[src/rtl/alu_sequencer.sv]
// Command sequencer in front of a combinational ALU: queues commands, drives registered
// operands for SETTLE cycles, captures a held response and maintains a chaining accumulator.
module alu_sequencer #(
  parameter int DEPTH  = 4,
  parameter int SETTLE = 2
) (
  input  logic        clk,
  input  logic        rst_n,
  input  logic        cmd_valid,
  output logic        cmd_ready,
  input  logic [3:0]  cmd_op,
  input  logic [15:0] cmd_a,
  input  logic [15:0] cmd_b,
  input  logic        cmd_use_acc,
  output logic        rsp_valid,
  input  logic        rsp_ready,
  output logic [31:0] rsp_result,
  output logic [1:0]  rsp_err,
  output logic [3:0]  rsp_op,
  output logic [15:0] alu_a,
  output logic [15:0] alu_b,
  output logic [3:0]  alu_op,
  input  logic [31:0] alu_result,
  input  logic [1:0]  alu_err,
  output logic        busy,
  output logic [31:0] acc
);

  // Handshakes: a transfer happens on a rising edge where valid && ready; the
  // offering side holds its payload stable until then. cmd_ready depends only on
  // the FIFO count, and rsp_* hold steady while rsp_valid && !rsp_ready.

  localparam logic [1:0] S_IDLE   = 2'd0;
  localparam logic [1:0] S_SETTLE = 2'd1;
  localparam logic [1:0] S_RESP   = 2'd2;

  localparam int AW = $clog2(DEPTH);
  localparam int CW = (SETTLE > 1) ? $clog2(SETTLE) : 1;

  logic [1:0]    state;
  logic [CW-1:0] cnt;

  logic [3:0]    q_op     [DEPTH];
  logic [15:0]   q_a      [DEPTH];
  logic [15:0]   q_b      [DEPTH];
  logic          q_use_acc[DEPTH];
  logic [AW-1:0] wr_ptr;
  logic [AW-1:0] rd_ptr;
  logic [AW:0]   count;

  logic          fifo_empty;
  logic          fifo_full;
  logic          push;
  logic          load;
  logic [3:0]    head_op;
  logic [15:0]   head_a;
  logic [15:0]   head_b;
  logic          head_use_acc;
  logic          head_legal;
  logic [1:0]    cap_err;

  assign fifo_empty   = (count == '0);
  assign fifo_full    = (count == (AW+1)'(DEPTH));
  assign cmd_ready    = !fifo_full;
  assign push         = cmd_valid && cmd_ready;
  assign head_op      = q_op[rd_ptr];
  assign head_a       = q_a[rd_ptr];
  assign head_b       = q_b[rd_ptr];
  assign head_use_acc = q_use_acc[rd_ptr];
  assign head_legal   = (head_op <= 4'd4);
  // A load both pops the FIFO and starts the next command, from IDLE or straight out of RESP.
  assign load         = !fifo_empty && ((state == S_IDLE) || ((state == S_RESP) && rsp_ready));
  assign busy         = (state != S_IDLE) || !fifo_empty;

  // Division by zero is flagged here even if the ALU itself does not report it.
  assign cap_err = {alu_err[1] | (((alu_op == 4'd3) || (alu_op == 4'd4)) && (alu_b == 16'd0)),
                    alu_err[0]};

  always_ff @(posedge clk) begin
    if (push) begin
      q_op[wr_ptr]      <= cmd_op;
      q_a[wr_ptr]       <= cmd_a;
      q_b[wr_ptr]       <= cmd_b;
      q_use_acc[wr_ptr] <= cmd_use_acc;
    end
  end

  always_ff @(posedge clk or negedge rst_n) begin
    if (!rst_n) begin
      wr_ptr <= '0;
      rd_ptr <= '0;
      count  <= '0;
    end else begin
      if (push) wr_ptr <= wr_ptr + AW'(1);
      if (load) rd_ptr <= rd_ptr + AW'(1);
      case ({push, load})
        2'b10:   count <= count + (AW+1)'(1);
        2'b01:   count <= count - (AW+1)'(1);
        default: count <= count;
      endcase
    end
  end

  always_ff @(posedge clk or negedge rst_n) begin
    if (!rst_n) begin
      state      <= S_IDLE;
      cnt        <= '0;
      alu_a      <= '0;
      alu_b      <= '0;
      alu_op     <= '0;
      rsp_valid  <= 1'b0;
      rsp_result <= '0;
      rsp_err    <= '0;
      rsp_op     <= '0;
      acc        <= '0;
    end else if (load) begin
      if (head_legal) begin
        alu_op    <= head_op;
        alu_b     <= head_b;
        alu_a     <= head_use_acc ? acc[15:0] : head_a;
        cnt       <= CW'(SETTLE - 1);
        rsp_valid <= 1'b0;
        state     <= S_SETTLE;
      end else begin
        // Illegal opcodes never reach the ALU; the operand registers keep their values.
        rsp_result <= '0;
        rsp_err    <= 2'b11;
        rsp_op     <= head_op;
        rsp_valid  <= 1'b1;
        state      <= S_RESP;
      end
    end else begin
      case (state)
        S_IDLE: ;
        S_SETTLE: begin
          if (cnt != '0) begin
            cnt <= cnt - CW'(1);
          end else begin
            rsp_result <= alu_result;
            rsp_op     <= alu_op;
            rsp_err    <= cap_err;
            rsp_valid  <= 1'b1;
            if (cap_err == 2'b00) acc <= alu_result;
            state      <= S_RESP;
          end
        end
        S_RESP: begin
          if (rsp_ready) begin
            rsp_valid <= 1'b0;
            state     <= S_IDLE;
          end
        end
        default: state <= S_IDLE;
      endcase
    end
  end

endmodule

[config.mk]
export PLATFORM = sky130hd
export DESIGN_NAME = alu_sequencer
export DESIGN_NICKNAME = d
export VERILOG_FILES = /design/src/rtl/alu_sequencer.sv
export SDC_FILE = /design/constraint.sdc
export NUM_CORES = 1
export LEC_CHECK = 0
export ABC_AREA = 1
export ABC_CLOCK_PERIOD_IN_PS = 2700
export BUFFER_PORTS_ARGS = -buffer_cell sky130_fd_sc_hd__buf_2
export CORE_ASPECT_RATIO = 1.1
export CORE_MARGIN = 1
export CORE_UTILIZATION = 50
export CTS_BUF_LIST = sky130_fd_sc_hd__clkbuf_16
export DETAILED_ROUTE_END_ITERATION = 12
export GPL_ROUTABILITY_DRIVEN = 0
export PLACE_DENSITY = 0.82
export SLEW_MARGIN = 20
export SYNTH_ARGS = -nofsm -noshare
export SYNTH_HDL_FRONTEND = slang
export SYNTH_SLANG_ARGS = --single-unit
[constraint.sdc]
create_clock -name clk -period 2.7 [get_ports clk]
set_clock_uncertainty 0.1 [all_clocks]
set_input_delay 0.54 -clock clk [delete_from_list [all_inputs] [get_ports clk]]
set_output_delay 0.54 -clock clk [all_outputs]
set_load 0.01 [all_outputs]
==> Implementation_results.wiki <==
{| class="wikitable"
! Metric !! Value
|-
| Status || finished, final reports clean
|-
| Worst hold slack || 0.143 ns
|-
| Worst-path fanout max || 32
|-
| DRT iter0 DRCs || 541
|-
| Total congestion overflow || 0
|-
| Number of antenna violations at the first check in global routing || 4
|-
| Number of instances in the synthesized netlist || 975
|-
| Number of top-level design ports || 184
|-
| Buf+Inv Stages, Crit Path || 1
|-
| Total iterations of the first detailed-routing run || 5
|-
| Synth warnings || 0
|-
| Post-detailed-placement half-perimeter wirelength || 15.5 mm
|-
| Total number of placement rows || 55
|-
| Total global routing track utilization || 22.5%
|-
| Cell occurring most often along the worst timing path || sky130_fd_sc_hd__nand2_1
|-
| Port Buffer Count || 183
|-
| Area share of the largest cell type after synthesis || 41.9%
|-
| Power density cells || 1140 nW/µm²
|-
| Wire per inst || 16.8 µm
|-
| Count of cells along the worst hold path || 1
|-
| Buffer levels on the longest clock path || 3
|-
| ANT nets after route || 0
|-
| Die ar. || 21800 µm²
|-
| Peak clock frequency supported by timing || 412 MHz
|-
| Actual slew at the worst max-slew pin || 0.896 ns
|-
| Max_slew headroom || 40.2%
|-
| Crit path time final || 2.42 ns
|-
| Most frequently used flop master after synthesis || sky130_fd_sc_hd__edfxtp_1
|-
| Clock tree from TritonCTS || yes
|-
| Number of buffers created by CTS || 27
|-
| Overall via count from detail_route || 7752
|-
| Effective utilization at floorplan || 51.2%
|-
| Final Hold Viols || 0
|-
| Avg Cell Area, Syn || 10.9 µm²
|-
| Share of the clock period used by the worst path || 89.8%
|-
| Commonest cells in the synthesized netlist || 279 x sky130_fd_sc_hd__nand2_1, 148 x sky130_fd_sc_hd__edfxtp_1, 117 x sky130_fd_sc_hd__dfrtp_1
|-
| Count of cell types in the netlist || 27
|-
| Total of endpoints with negative setup slack in the final report || 0
|-
| Worst r2r path cells || 7
|-
| Routed WL || 24.5 mm
|-
| Worst-path cell chain || inv_2 > o21ai_0 > o22a_1 > nand2_1 > o21ai_0 > nand2_1 > nand2_1
|-
| Total standard cell area after synthesis || 10600 µm²
|-
| FF+latch count, synth || 265
|-
| Number of nets at the end of the flow || 1237
|-
| Top area cells in the synthesized netlist || sky130_fd_sc_hd__edfxtp_1 42%, sky130_fd_sc_hd__dfrtp_1 28%, sky130_fd_sc_hd__nand2_1 9.9%
|-
| Cell type with the largest total area after synthesis || sky130_fd_sc_hd__edfxtp_1
|-
| Share of async-settable or async-resettable flops after synthesis || 44.2%
|-
| Type of the most critical hold path || input pin to register
|-
| Number of pins with negative max-slew slack in the final report || 0
|-
| Clock latency of the later-clocked register in the worst-skew pair || 0.51 ns
|-
| Reported max-cap violation count || 0
|-
| Dominant cell by count in the synthesized netlist || sky130_fd_sc_hd__nand2_1
|-
| Logic depth of the worst path, buffers included || 7
|-
| Vias in the first global route || 7421
|-
| Post-CTS clock slew at the launch and capture registers of the worst setup and hold paths || 0.06 ns
|-
| Count of instances resized after the clock tree is built || 0
|-
| Vias per std cell || 5.30
|-
| Type of origin of the critical path || register
|-
| Layout area overhead || 20.3%
|-
| RSZ-0062 raised after global routing || false
|-
| Cell at the slowest stage of the critical path || sky130_fd_sc_hd__o22a_1
|-
| Largest net degree at the start of global routing || 61
|-
| Data required time of the critical path || 3.04 ns
|-
| Layout fillers || 1628
|-
| Post-Synthesis Net Count || 1056
|-
| Cell class contributing the biggest share of worst-path delay || compound AO/OA/AOI/OAI gates
|-
| Vertical die dimension || 155 µm
|-
| Post-layout total power || 14.6 mW
|-
| Die outline width || 141 µm
|-
| Arrival time of data at the critical path endpoint || 2.77 ns
|-
| Number of levels in the clock H-tree || 1
|-
| Type of destination of the critical path || register
|-
| Number of design rule violations left after detail routing || 0
|-
| Post-synth EDFFs || 148
|-
| Largest incremental delay on the critical path || 0.74 ns
|-
| CTS sink cnt || 265
|-
| Class of the most critical setup path || register to register
|-
| Root Driver || sky130_fd_sc_hd__clkbuf_16
|-
| Leakage || 5.84 nW
|-
| Portion of the post-synthesis area used by sequential elements || 69.5%
|-
| Maximum vdd drop || 0.622 mV
|-
| First-pass GRT wire length || 38.4 mm
|-
| Core region area || 20700 µm²
|-
| Fraction of final layout cells with drive strength greater than 1 || 23.7%
|}
-- report_power, final --
group | switching [mW] | total (mW) | internal [mW] | leakage (nW)
clock network | 1.48 | 3.49 | 2.01 | 0.417
logic | 3.57 | 5.24 | 1.67 | 2.53
registers | 0.514 | 5.85 | 5.34 | 2.90
total | 5.57 | 14.6 | 9.02 | 5.84
-- state kept, by name, indices dropped and copies added, names as in the netlist --
signal      cells
rsp_op          4
alu_a          16
alu_op          4
q_op           16
rd_ptr          2
wr_ptr          2
state           2
acc            32
q_use_acc       4
q_a            64
alu_b          16
cnt             1
count           3
rsp_err         2
rsp_result     32
rsp_valid       1
q_b            64
-- routing by layer --
metal	global-route usage (%)	up-vias	wire length (µm)
li1	-	3687	-
met1	29.2	3724	10100
met2	38.5	291	12200
met3	4.24	44	1770
met4	6.37	6	423
met5	0	-	36
-- cells by family (layout without fill, tap and decap cells) --
family	after synthesis	in the layout	share of synthesized area, %
AND/OR/NAND/NOR	469	469	18.5
flip-flops	265	265	69.5
AO/OA/AOI/OAI	133	133	6.72
buffers and inverters	98	299	4.14
adder cells (fa/ha/maj)	6	6	0.778
XOR/XNOR	4	4	0.330
other	0	1	0
-- through the flow --
stage	std cells	setup WS, ns	util [%]	area, µm²	setup TNS [ns]
2_1_floorplan	975	-0.204	-	10600	-30.21
3_3_place_gp	1411	0.418	57.5	11900	0
3_5_place_dp	1411	0.315	57.5	11900	0
4_1_cts	1461	0.255	61.6	12800	0
5_1_grt	1461	0.0247	61.6	12800	0
6_report	1462	0.275	61.6	12800	0
-- layout by cell type, fill, tap and decap left out --
cell / n
sky130_fd_sc_hd__nand2_1: 279
sky130_fd_sc_hd__buf_2: 182
sky130_fd_sc_hd__edfxtp_1: 148
sky130_fd_sc_hd__dfrtp_1: 116
sky130_fd_sc_hd__o21ai_0: 90
sky130_fd_sc_hd__nor2_1: 83
sky130_fd_sc_hd__nand3_1: 52
sky130_fd_sc_hd__inv_1: 38
sky130_fd_sc_hd__nand4_1: 32
sky130_fd_sc_hd__o22ai_1: 32
sky130_fd_sc_hd__clkbuf_16: 27
sky130_fd_sc_hd__buf_4: 18
sky130_fd_sc_hd__nand2_2: 11
sky130_fd_sc_hd__inv_2: 8
sky130_fd_sc_hd__buf_12: 7
sky130_fd_sc_hd__o21ai_1: 6
sky130_fd_sc_hd__nor2_4: 5
sky130_fd_sc_hd__ha_1: 5
sky130_fd_sc_hd__clkinv_1: 5
sky130_fd_sc_hd__clkinv_2: 4
sky130_fd_sc_hd__nor2_2: 3
sky130_fd_sc_hd__a21oi_1: 3
sky130_fd_sc_hd__xor2_1: 3
sky130_fd_sc_hd__clkinvlp_4: 3
sky130_fd_sc_hd__nand2_4: 2
sky130_fd_sc_hd__bufinv_16: 2
sky130_fd_sc_hd__clkinvlp_2: 2
sky130_fd_sc_hd__diode_2: 1
sky130_fd_sc_hd__nor3_2: 1
sky130_fd_sc_hd__nand3_2: 1
sky130_fd_sc_hd__o22a_1: 1
sky130_fd_sc_hd__o32ai_1: 1
sky130_fd_sc_hd__xnor2_1: 1
sky130_fd_sc_hd__fa_1: 1
sky130_fd_sc_hd__inv_8: 1
sky130_fd_sc_hd__clkinv_4: 1
sky130_fd_sc_hd__dlygate4sd3_1: 1
sky130_fd_sc_hd__dfrtp_2: 1
-- final timing paths --
| path | slack (ns) | startpoint | end |
|---|---|---|---|
| worst max-delay path | 0.28 | rd_ptr[0] | alu_a[4] |
| worst min-delay path | 0.14 | cmd_b[8] | q_b[2][8] |
| worst max register to register | 0.28 | rd_ptr[0] | alu_a[4] |
| worst min register to register | 0.37 | acc[30] | acc[30] |
| max in group asynchronous | 1.48 | rst_n | alu_a[3] |
| min in group asynchronous | 0.38 | rst_n | acc[22] |
-- timing repair --
item | CTS | global route
hold buffers | 1 | 0
hold endpoints to repair | 22 | 0
endpoints found under the setup margin | 0 | 0
setup buffers | 0 | 0
-- final cells by class --
type / instances / area, µm² / area share, %
clock buffers: 27 / 676 / 5.29
flip-flops and latches: 265 / 7370 / 57.8
multi-input cells: 612 / 2840 / 22.2
repair buffers: 208 / 1200 / 9.37
clock inverters: 22 / 166 / 1.30
well taps: 285 / 357 / 2.79
diodes: 1 / 2.50 / 0.0196
inverters: 42 / 158 / 1.24
(Power assumes the default switching activity.)
